File: src/rtl/pipe_ctrl_pkg.sv
// pipe_ctrl_pkg: shared stall patterns, FSM state encodings and parameter defaults
package pipe_ctrl_pkg;
  typedef enum logic [1:0] {
    CTRL_RUN    = 2'd0,
    CTRL_FLUSH  = 2'd1,
    CTRL_HALTED = 2'd2
  } ctrl_state_e;
  localparam logic [5:0] STALL_NONE = 6'b000000;
  localparam logic [5:0] STALL_ID   = 6'b000111;
  localparam logic [5:0] STALL_EX   = 6'b001111;
  localparam logic [5:0] STALL_ALL  = 6'b111111;
  localparam int WDOG_DEF  = 64;
  localparam int CNT_W_DEF = 16;
  function automatic int wdog_w(input int limit);
    return $clog2(limit + 1);
  endfunction
endpackage

File: src/rtl/pipe_ctrl_sat_counter.sv
// sat_counter: clearable up-counter that stops at MAX and flags it
module sat_counter #(
  parameter int W = 16,
  parameter logic [W-1:0] MAX = '1
) (
  input  logic         clk,
  input  logic         rst,
  input  logic         clr_i,
  input  logic         inc_i,
  output logic [W-1:0] cnt_o,
  output logic         max_o
);
  logic [W-1:0] cnt_q, cnt_d;
  assign max_o = cnt_q == MAX;
  assign cnt_o = cnt_q;
  // clear wins over increment; increment stops at MAX
  always_comb cnt_d = clr_i ? '0 : (inc_i && !max_o) ? cnt_q + 1'b1 : cnt_q;
  // count register
  always_ff @(posedge clk) cnt_q <= rst ? '0 : cnt_d;
endmodule

File: src/rtl/pipe_ctrl.sv
// pipe_ctrl: pipeline sequencer driving stage stalls, flush/redirect, debug halt and watchdog
module pipe_ctrl
  import pipe_ctrl_pkg::*;
#(
  parameter int CNT_W      = CNT_W_DEF,
  parameter int WDOG_LIMIT = WDOG_DEF
) (
  input  logic             clk,
  input  logic             rst,
  input  logic             stallreq_id,
  input  logic             stallreq_ex,
  input  logic             excp_req,
  input  logic [31:0]      excp_pc,
  input  logic             halt_req,
  output logic [5:0]       stall_o,
  output logic             flush_o,
  output logic [31:0]      new_pc_o,
  output logic             halt_ack_o,
  output logic [CNT_W-1:0] stall_cnt_o,
  output logic             timeout_o
);
  localparam int WD_W = wdog_w(WDOG_LIMIT);
  localparam logic [WD_W-1:0] WD_MAX  = WD_W'(WDOG_LIMIT);
  localparam logic [WD_W-1:0] WD_FIRE = WD_W'(WDOG_LIMIT - 1);
  ctrl_state_e state_q, state_d;
  logic        pend_q, pend_d;
  logic [31:0] pend_pc_q, pend_pc_d;
  logic [31:0] new_pc_q, new_pc_d;
  logic        flush_q, ack_q;
  logic        wd_clr;
  logic [WD_W-1:0] wd_cnt;
  // next state, stall decode and redirect target selection
  always_comb begin
    state_d   = state_q;
    pend_d    = pend_q;
    pend_pc_d = pend_pc_q;
    new_pc_d  = new_pc_q;
    stall_o   = STALL_NONE;
    unique case (state_q)
      CTRL_RUN:
        if (excp_req) begin
          stall_o  = STALL_ALL;
          new_pc_d = excp_pc;
          state_d  = CTRL_FLUSH;
        end else if (stallreq_ex) stall_o = STALL_EX;
        else if (stallreq_id) stall_o = STALL_ID;
        else if (halt_req) begin
          stall_o = STALL_ALL;
          state_d = CTRL_HALTED;
        end
      CTRL_FLUSH: state_d = CTRL_RUN;
      CTRL_HALTED: begin
        stall_o = STALL_ALL;
        if (excp_req) begin
          pend_d    = 1'b1;
          pend_pc_d = excp_pc;
        end
        if (!halt_req) begin
          state_d  = pend_d ? CTRL_FLUSH : CTRL_RUN;
          new_pc_d = pend_d ? pend_pc_d : new_pc_q;
          pend_d   = 1'b0;
        end
      end
      default: state_d = CTRL_RUN;
    endcase
  end
  // state and registered outputs decoded from the next state
  always_ff @(posedge clk) begin
    if (rst) begin
      state_q   <= CTRL_RUN;
      pend_q    <= 1'b0;
      pend_pc_q <= '0;
      new_pc_q  <= '0;
      flush_q   <= 1'b0;
      ack_q     <= 1'b0;
    end else begin
      state_q   <= state_d;
      pend_q    <= pend_d;
      pend_pc_q <= pend_pc_d;
      new_pc_q  <= new_pc_d;
      flush_q   <= state_d == CTRL_FLUSH;
      ack_q     <= state_d == CTRL_HALTED;
    end
  end
  assign flush_o    = flush_q;
  assign new_pc_o   = new_pc_q;
  assign halt_ack_o = ack_q;
  assign wd_clr     = !(state_q == CTRL_RUN && stallreq_ex);
  assign timeout_o  = !wd_clr && wd_cnt == WD_FIRE;
  sat_counter #(.W(CNT_W)) u_stall_cnt (
    .clk   (clk),
    .rst   (rst),
    .clr_i (1'b0),
    .inc_i (stall_o[2]),
    .cnt_o (stall_cnt_o),
    .max_o ()
  );
  sat_counter #(.W(WD_W), .MAX(WD_MAX)) u_wdog (
    .clk   (clk),
    .rst   (rst),
    .clr_i (wd_clr),
    .inc_i (1'b1),
    .cnt_o (wd_cnt),
    .max_o ()
  );
endmodule
File: config.mk
export PLATFORM = sky130hd
export DESIGN_NAME = pipe_ctrl
export DESIGN_NICKNAME = d
export VERILOG_FILES = /design/src/rtl/pipe_ctrl_pkg.sv /design/src/rtl/pipe_ctrl_sat_counter.sv /design/src/rtl/pipe_ctrl.sv
export SDC_FILE = /design/constraint.sdc
export NUM_CORES = 1
export LEC_CHECK = 0
export ABC_AREA = 1
export CAP_MARGIN = 15
export CORE_ASPECT_RATIO = 2
export CORE_MARGIN = 10
export CORE_UTILIZATION = 45
export CTS_BUF_LIST = sky130_fd_sc_hd__clkbuf_2
export DETAILED_ROUTE_END_ITERATION = 6
export DONT_BUFFER_PORTS = 1
export PLACE_DENSITY = 0.71
export SYNTH_ARGS = -nofsm -noshare
export SYNTH_HDL_FRONTEND = slang
export SYNTH_HIERARCHICAL = 1
export SYNTH_SLANG_ARGS = --single-unit
File: constraint.sdc
create_clock -name clk -period 2.6 [get_ports clk]
set_clock_uncertainty 0.1 [all_clocks]
set_input_delay 0.52 -clock clk [delete_from_list [all_inputs] [get_ports clk]]
set_output_delay 0.52 -clock clk [all_outputs]
set_load 0.02 [all_outputs]
**Word level (Yosys, flattened, before mapping)**

Cells that the tools add are included.

- Add/subtract/negate cells: 2
- Equality and inequality tests: 9
- Muxes and demuxes: 20
- Bitwise operators: 1
- Reductions and logical operators: 8

Operator list:

| kind | number |
|---|---|
| 32-bit 2-to-1 mux | 4 |
| 32-bit case mux with 2 select lines | 1 |
| 6-bit 2-to-1 mux | 4 |
| 16-bit by 1-bit adder with 16-bit output, second input constant | 1 |
| 16-bit == test, second input constant | 1 |
| 6-bit case mux with 2 select lines | 1 |
| 2-bit 2-to-1 mux | 5 |
| 7-bit by 1-bit adder with 7-bit output, second input constant | 1 |
| 7-bit by 6-bit == test with 1-bit output, second input constant | 1 |
| 7-bit == test, second input constant | 1 |
| 2-bit != test, second input constant | 3 |
| 2-bit == test, second input constant | 2 |
| 1-bit 2-to-1 mux | 4 |
| 2-bit case mux with 2 select lines | 1 |
| 4-bit AND reduction | 1 |
| 1-bit logical AND | 3 |
| 2-bit by 1-bit == test with 1-bit output, second input constant | 1 |
| 2-bit logical NOT | 1 |
| 2-bit nonzero test | 1 |
| 2-bit OR reduction | 1 |
| 1-bit logical NOT | 1 |
| 1-bit inverter | 1 |

- Register bits: 92
- Input bits: 38
- Output and inout bits: 57
- Logic and storage cells: 48

**Logic depth before layout (Yosys ltp)**

Gate-level depths: netlist (run 1).

- Depth after elaboration: 6
- Depth in mapped cells: 14
- Gate-level depth less buffers: 13

**Hierarchy**

The synthesis (run 1) kept the hierarchy.

By module, submodules not included:

| module | instances | cells each | area each (um^2) | sequential area each (um^2) |
|---|---|---|---|---|
| pipe_ctrl | 1 | 589 | 3,525.9 | 1,381.3 |
| sat_counter (u_stall_cnt) | 1 | 151 | 930.9 | 320.3 |
| sat_counter (u_wdog) | 1 | 59 | 426.7 | 140.1 |

**Worst setup path before layout (run 1)**

No wires, ideal clock.

- Path type: input to output
- Start: in excp_req
- End: out stall_o[1]
- Arrival: 1.451 ns
- Data required time: 1.980 ns
- Setup slack: 0.529 ns
- Stages on the path: 6
- Buffers on the path: 2
- Cell sequence: buf_4 > nor2_4 > nand2_1 > o31ai_1 > inv_1 > buf_4

- Longest elaborated chain between the ends: 2

Ends and longest elaborated chain:

| what | RTL line | source |
|---|---|---|
| from (decl) | pipe_ctrl.sv:12 | `input logic excp_req,` |
| 6-bit 2-to-1 mux | pipe_ctrl.sv:41 | `if (excp_req) begin` |
| 6-bit case mux with 2 select lines | pipe_ctrl.sv:39 | `unique case (state_q)` |
| to (decl) | pipe_ctrl.sv:15 | `output logic [5:0] stall_o,` |

No other way between the ends.

**Worst setup path in the final report (run 1)**

- Start: in excp_req
- End: out stall_o[0]

Same word-level chain as after synthesis.

==> run metrics, run 1 <==
worst r2r src=state_q[1]; Hold Slack=54.7 ps; worst setup path startpoint=excp_req; R2R Setup Slk=560 ps; largest net degree at the start of global routing=37; die area=0.0157 mm^2; commonest non-fill, non-tap cell in the layout=nand2_1; Core Area=0.0105 mm^2; TritonCTS clock tree=done; Clock H-tree levels=3; Ys Warns=6; Syn Inst Count=798; filler cell count=1,153; Worst path top cell family by delay=buffers and inverters; Reg-to-Reg End=state_q[1]; Final Hold Vio Count=0; die height=167 um; Fmax=0.398 GHz; commonest non-fill, non-tap cells in the layout=283 x nand2_1, 120 x inv_1, 117 x nor2_1; clk sink count=92; PortBufs=0; total grt overflow=0; layout cells sized above 1=0.0655; cell area after synthesis=0.00488 mm^2; P_leak=2.47 nW; area of the multi-input gates=0.00238 mm^2; P&R area growth vs syn=8.08%; Post-DRT Antenna Nets=0; total power=2.80 mW; DR vias=4,492; Critical Path End Type=primary output; initial antenna violation count=1; register area=0.00184 mm^2; nets@finish=846; CTS root buf=clkbuf_2; Tmin final=2510 ps; routability congestion estimate=0.914; Die Width=93.6 um; Via density=4.74; initial core utilization=0.463; drt wl/cell=13.1 um; DRT iter0 DRCs=171; fin cells=947; critical path depth in cells=6; placed cell count=916; # setup viols final=0; Setup crit start kind=primary input; WS Path Type=in2out; critical-path maximum fanout=35; CP max stage cell=dlygate4sd3_1; vias in the first global route=4,168; worst path buffer plus inverter count=3; Hold/Removal Path Class=in2reg; drt total wl=12,400 um; CTS buffer count=9; global-route wire length before repair=20,000 um; critical path arrival=1890 ps; PD cells=532 mW/mm^2; clock latency on the worst-skew pair=550 ps; CP required=1980 ps; GRT Total Usage=0.157; crit path capture=stall_o[0]; crit-path cells=dlygate4sd3_1 -> nor2_4 -> nand2_1 -> o31ai_2 -> inv_2 -> buf_4; num ports=95; Avg Inst Size Synth=6.11 um^2; Max Slew Vio Count=0; Clk pin slew, worst setup/hold paths=260 ps; status=complete, no violations; DRC=0; cell row count=53; first drt pass iteration count=4; maximum VDD drop=0.284 mV; Slowest Stage Delay on Critical Path=620 ps; Tcrit/Tclk final=0.967; clk buf depth=2; post-DP HPWL=8600 um; max cap viols=0; worst reg-to-reg path cell count=6
## registers in the layout, summed over array words and instances (netlist names)
register,count
pend_pc_q,32
new_pc_o,32
pend_q,1
u_wdog/cnt_o,7
flush_o,1
u_stall_cnt/cnt_o,16
halt_ack_o,1
state_q,2
## timing repair
item / 4_1_cts / 5_1_grt
hold endpoints to repair: 38 / 2
hold buffers: 12 / 3
buffers inserted: 0 / 0
resized for setup: 0 / 2
endpoints found under the setup margin: 0 / 3
## tightest hold or removal path, cell delays in order
cell	delay [ps]
nand2_1	30
nand3_1	90
a21oi_1	60
## per-stage QoR
step / setup slack (ps) / cell area, um^2 / utilization / setup TNS [ps]
global route: -12.0 / 5270 / 0.500 / -36.1
floorplan: 529 / 4900 / - / 0
global placement: 674 / 4950 / 0.469 / 0
CTS: 1.51 / 5240 / 0.497 / 0
detailed placement: 633 / 4950 / 0.469 / 0
finish: 86.3 / 5270 / 0.500 / 0
## power by group
part / switching (mW) / internal [mW] / total [mW]
sequential: 0.103 / 1.47 / 1.58
combinational: 0.201 / 0.118 / 0.319
clock: 0.500 / 0.409 / 0.909
total: 0.805 / 2.00 / 2.80
## layer usage
layer | part of all wire | wire, um | global-route usage
met1 | 0.38 | 4670 | 0.159
met4 | 0.037 | 456 | 0.0804
met3 | 0.066 | 822 | 0.0479
met2 | 0.52 | 6430 | 0.279
met5 | 0 | 0 | 0
## how the worst min path moves through the flow
stage                         end  depth (start not counted)     startpoint
floorplan            pend_pc_q[0]                          2   pend_pc_q[0]
global placement    pend_pc_q[10]                          2  pend_pc_q[10]
detailed placement  pend_pc_q[13]                          2  pend_pc_q[13]
CTS                 pend_pc_q[17]                          3       excp_req
global route         new_pc_o[14]                          4    excp_pc[14]
finish              pend_pc_q[17]                          3       excp_req
## layout make-up
class,count,share of cell area
multi-input cells,551,0.452
flip-flops and latches,92,0.349
inverters,124,0.0883
repair buffers,27,0.0474
well taps,137,0.0325
clock inverters,6,0.0216
clock buffers,9,0.00854
diodes,1,0.000474
Note: power is estimated with default switching activity, not from simulation.
==> run 2, diff against run 1 <==
clock period = 2.71 ns   (was 2.6 ns; I/O delays follow)
==> run 2 against run 1 <==
Via count down 2.1%. Clock power down 14%. Cell count down 1.7%. Critical endpoint unchanged.
==> run metrics, run 2 (synthesis gave the netlist of run 1 again) <==
status=complete, no violations (unchanged); maximum VDD drop=0.363 mV (was 0.284 mV); Finished Core Util=0.484 (was 0.500); worst setup path startpoint=state_q[1] (was excp_req); GRT Total Usage=0.153 (was 0.157); critical-path maximum fanout=7 (was 35); CTS buffer count=9 (unchanged); total grt overflow=0 (unchanged); Critical Path End Type=primary output (unchanged); worst slew pin tran=1070 ps; worst reg-to-reg path cell count=6 (unchanged); Fmax=0.427 GHz; first drt pass iteration count=4 (unchanged); CTS root buf=clkbuf_2 (unchanged); total power=2.58 mW (was 2.80 mW); global-route wire length before repair=19,400 um (was 20,000 um); drt wl/cell=12.8 um (was 13.1 um); crit path capture=stall_o[0] (unchanged); commonest non-fill, non-tap cells in the layout=283 x nand2_1, 121 x inv_1, 117 x nor2_1 (was 283 x nand2_1, 120 x inv_1, 117 x nor2_1); RSZ-0062 raised after global routing=no; DR vias=4,399 (was 4,492); Tcrit/Tclk final=0.865; max cap viols=0 (unchanged); Clk pin slew, worst setup/hold paths=260 ps (about the same); Core Area=0.0105 mm^2 (unchanged); crit-path cells=nor2_4 -> nand2_1 -> o31ai_1 -> inv_1 -> buf_4 (was dlygate4sd3_1 -> nor2_4 -> nand2_1 -> o31ai_2 -> inv_2 -> buf_4); clock latency on the worst-skew pair=530 ps (was 550 ps); initial core utilization=0.463 (unchanged); cell row count=53 (unchanged); commonest non-fill, non-tap cell in the layout=nand2_1 (unchanged); Slowest Stage Delay on Critical Path=420 ps (was 620 ps); CP required=2070 ps (was 1980 ps); Clock H-tree levels=3 (unchanged); Via density=4.73 (was 4.74); clk buf depth=2 (unchanged); initial antenna violation count=1 (unchanged); Hold/Removal Path Class=in2reg (unchanged); Final Hold Vio Count=0 (unchanged); P&R area growth vs syn=4.49% (was 8.08%); critical hold path startpoint=excp_req (unchanged); DRC=0 (unchanged); critical path arrival=1700 ps (was 1890 ps); die area=0.0157 mm^2 (unchanged); Tmin final=2340 ps; vias in the first global route=4,041 (was 4,168); Reg-to-Reg End=u_stall_cnt/cnt_o[2] (was state_q[1]); clk sink count=92 (unchanged); worst r2r src=u_stall_cnt/cnt_o[0] (was state_q[1]); P_leak=2.39 nW (was 2.47 nW); Post-DRT Antenna Nets=0 (unchanged); num ports=95 (unchanged); Setup TNS=0 ps (unchanged); relative max-transition margin=0.287; TritonCTS clock tree=done (unchanged); nets@finish=829 (was 846); post-DP HPWL=8430 um (was 8600 um); routability congestion estimate=0.915 (was 0.914); Setup crit start kind=flop (was primary input); Max Slew Vio Count=0 (unchanged); R2R Setup Slk=690 ps (was 560 ps); layout cells sized above 1=0.0618 (was 0.0655); die height=167 um (unchanged); PortBufs=0 (unchanged); DRT iter0 DRCs=170 (was 171); CP max stage cell=dfxtp_1 (was dlygate4sd3_1); largest net degree at the start of global routing=66 (was 37); drt total wl=11,900 um (was 12,400 um); WS Path Type=reg2out (was in2out); PD cells=506 mW/mm^2 (was 532 mW/mm^2); Die Width=93.6 um (unchanged); # setup viols final=0 (unchanged)
## run 2: cell count changes in the layout (fill, tap and decap cells not counted)
| cell | delta |
|---|---|
| bufinv_16 | -1 |
| o31ai_1 | +1 |
| buf_12 | +1 |
| inv_1 | +1 |
| inv_2 | -1 |
| buf_4 | -4 |
| clkbuf_2 | +1 |
| dlygate4sd3_1 | -14 |
| clkinv_2 | +1 |
| o31ai_2 | -1 |
## run 2: power breakdown
group          leakage, nW  internal [mW]  switching [mW]  total, mW
logic                 1.57          0.101           0.187      0.288
clock network       0.0781          0.308           0.471      0.779
registers            0.750           1.41          0.0992       1.51
total                 2.39           1.82           0.757       2.58
## run 2: cell type report
type,count,area (um^2)
sequential,92,1840
clock inverter,6,88.8
antenna,1,2.50
clock buffer,10,50.0
fill,1154,5450
multi-input combinational,551,2380
timing repair buffer,10,100
inverter,124,465
tap,137,171
## run 2: worst max-delay path: cells and delay by family, from the launching register on
kind                   cells  cell delay, ps
DFF                        1             420
buffers and inverters      2             380
and+or+nand+nor            2             190
AOI/OAI and AO/OA          1             180
## run 2: routing by layer
layer	global-route usage	up-vias	wire length (um)	part of all wire
met5	0	-	0	0
met4	0.0625	0	258	0.022
met3	0.0551	16	905	0.076
met2	0.281	85	6410	0.54
met1	0.146	1940	4320	0.36
li1	-	2358	-	-
## run 2: worst min-delay path by stage
stage | end | depth (start not counted)
after detailed placement | pend_pc_q[12] | 2
after global placement | pend_pc_q[10] | 2
final | pend_pc_q[7] | 3
after CTS | pend_pc_q[7] | 3
after global routing | state_q[1] | 3
after floorplan | pend_pc_q[0] | 2
## run 2: what timing repair did
item | 4_1_cts | 5_1_grt
hold buffers | 1 | 0
gates resized for setup | 0 | 0
endpoints found under the hold margin | 36 | 0
buffers inserted | 0 | 0
## run 2: per-stage QoR
step | setup slack [ps] | instances | instance area (um^2) | hold slack (ps)
floorplan | 595 | 804 | 4900 | 343
global placement | 770 | 913 | 4940 | 345
detailed placement | 746 | 913 | 4940 | 350
CTS | 292 | 930 | 5100 | 27.5
global route | 137 | 931 | 5100 | 2.16
finish | 367 | 931 | 5100 | 93.0
==> run 3, diff against run 2 <==
CORE_MARGIN = not set   (was 10)
CORE_UTILIZATION = 56   (was 45)
CTS_BUF_LIST = sky130_fd_sc_hd__clkbuf_8   (was sky130_fd_sc_hd__clkbuf_2)
PLACE_DENSITY = 0.82   (was 0.71)
==> run 3 against run 2 <==
Utilization is 12 points higher. Critical path depth is 2 lower. Power is 4.6% higher. Non-clock buffer count is 2 lower. Sequential power hardly changed. Cell count is 4.7% lower. Largest cell class unchanged. Largest power group unchanged. Highest routed layer unchanged.
==> run metrics, run 3 (synthesis gave the netlist of run 1 again) <==
Post-CTS Setup Bufs=0 (unchanged); drt wl/cell=12.2 um (was 12.8 um); relative max-transition margin=0.323 (was 0.287); DRT iter0 DRCs=219 (was 170); critical hold path startpoint=rst (was excp_req); post-cts sizing count=0 (unchanged); Die Width=68.0 um (was 93.6 um); clk buf depth=2 (unchanged); worst r2r src=u_stall_cnt/cnt_o[1] (was u_stall_cnt/cnt_o[0]); Clock H-tree levels=3 (unchanged); Fmax=0.453 GHz (was 0.427 GHz); vias in the first global route=4,180 (was 4,041); GRT Total Usage=0.246 (was 0.153); post-DP HPWL=7780 um (was 8430 um); CP max stage cell=dfxtp_1 (unchanged); num ports=95 (unchanged); CTS root buf=clkbuf_8 (was clkbuf_2); Hold Buf Count CTS=0 (was 1); initial core utilization=0.584 (was 0.463); status=complete, no violations (unchanged); Post-DRT Antenna Nets=0 (unchanged); CP required=2070 ps (about the same); register area=0.00184 mm^2 (unchanged); P_leak=2.40 nW (was 2.39 nW); met2 Resource Use GR=0.458 (was 0.281); largest net degree at the start of global routing=66 (unchanged); Core Area=0.00835 mm^2 (was 0.0105 mm^2); Hold/Removal Path Class=in2reg (unchanged); Finished Core Util=0.607 (was 0.484); cell row count=47 (was 53); max cap viols=0 (unchanged); maximum VDD drop=0.341 mV (was 0.363 mV); crit-path cells=nand4_1 -> nor4_1 -> buf_4 (was nor2_4 -> nand2_1 -> o31ai_1 -> inv_1 -> buf_4); Tcrit/Tclk final=0.815 (was 0.865); routability congestion estimate=0.785 (was 0.915); commonest non-fill, non-tap cells in the layout=283 x nand2_1, 122 x inv_1, 117 x nor2_1 (was 283 x nand2_1, 121 x inv_1, 117 x nor2_1); global-route wire length before repair=17,300 um (was 19,400 um); area of the multi-input gates=0.00238 mm^2 (unchanged); diode count=0 (was 1); total grt overflow=0 (unchanged); filler cell count=794 (was 1,154); Critical Path End Type=primary output (unchanged); CTS buffer count=9 (unchanged); busiest grt layer=met2 (unchanged); DRC=0 (unchanged); critical path arrival=1570 ps (was 1700 ps); Via density=5.07 (was 4.73); Clk pin slew, worst setup/hold paths=90 ps (was 260 ps); # setup viols final=0 (unchanged); first drt pass iteration count=6 (was 4); Setup TNS=0 ps (unchanged); commonest non-fill, non-tap cell in the layout=nand2_1 (unchanged); DR vias=4,496 (was 4,399); PortBufs=0 (unchanged); worst setup path startpoint=u_wdog/cnt_o[2] (was state_q[1]); nets@finish=827 (was 829); drt total wl=10,800 um (was 11,900 um); met3 usage=0.0544 (was 0.0551); Setup crit start kind=flop (unchanged); P&R area growth vs syn=3.92% (was 4.49%); clock latency on the worst-skew pair=350 ps (was 530 ps); Worst path top cell family by delay=simple AND/OR/NAND/NOR gates (was flip-flops); WS Path Type=reg2out (unchanged); die height=134 um (was 167 um); layout cells sized above 1=0.0558 (was 0.0618); RSZ-0062 raised after global routing=no (unchanged); Final Hold Vio Count=0 (unchanged); worst slew pin tran=1010 ps (was 1070 ps); PD cells=532 mW/mm^2 (was 506 mW/mm^2); Tmin final=2210 ps (was 2340 ps); Max Slew Vio Count=0 (unchanged); initial antenna violation count=0 (was 1); M1 GR Usage=0.237 (was 0.146); critical-path maximum fanout=7 (unchanged); Slowest Stage Delay on Critical Path=490 ps (was 420 ps); worst path buffer plus inverter count=1 (was 2); TritonCTS clock tree=done (unchanged); clk sink count=92 (unchanged); die area=0.00911 mm^2 (was 0.0157 mm^2)
[run 3: changes by cell type in the layout (fill, tap and decap cells not counted)]
cell        change
inv_1           +1
clkinv_4        -1
clkbuf_8       +11
buf_4           -1
buf_12          -1
clkinvlp_4      -2
diode_2         -1
clkbuf_2       -10
bufinv_16       -1
[run 3: cell type report]
cell class,count,area share
clock inverters,3,0.00765
inverters,124,0.0918
repair buffers,8,0.0143
multi-input cells,551,0.469
clock buffers,11,0.0299
flip-flops and latches,92,0.363
well taps,98,0.0242
[run 3: through the flow]
| stage | setup slack (ps) | hold slack (ps) | std cells | total power, mW | instance area, um^2 |
|---|---|---|---|---|---|
| floorplan | 595 | 343 | 804 | 1.78 | 4900 |
| global placement | 778 | 345 | 873 | 1.81 | 4880 |
| detailed placement | 734 | 349 | 873 | 1.82 | 4880 |
| CTS | 504 | 132 | 887 | 2.72 | 5070 |
| global route | 423 | 128 | 887 | 2.84 | 5070 |
| finish | 502 | 149 | 887 | 2.70 | 5070 |
[run 3: final timing paths]
| path | endpoint | slack (ps) | cells past startpoint |
|---|---|---|---|
| worst min register to register | pend_pc_q[9] | 360 | 2 |
| worst max-delay path | timeout_o | 500 | 3 |
| worst min-delay path | pend_pc_q[9] | 150 | 1 |
| worst max register to register | u_stall_cnt/cnt_o[2] | 680 | 6 |
[run 3: where the power goes]
part	leakage (nW)	internal (mW)	switching, mW
clock network	0.102	0.463	0.450
logic	1.55	0.0993	0.182
registers	0.750	1.41	0.0967
total	2.40	1.97	0.728
[run 3: worst register-to-register path, stage by stage (launching register included)]
cell,delay [ps]
dfxtp_1,510
ha_1,280
nand3_1,130
nor3_4,200
nand3_2,360
a21oi_1,270
nor2_1,60
[run 3: per-layer routing]
metal | vias to the layer above | routed length, um
li1 | 2357 | -
met1 | 2000 | 3970
met2 | 114 | 5920
met3 | 25 | 599
met4 | 0 | 331
met5 | - | 0
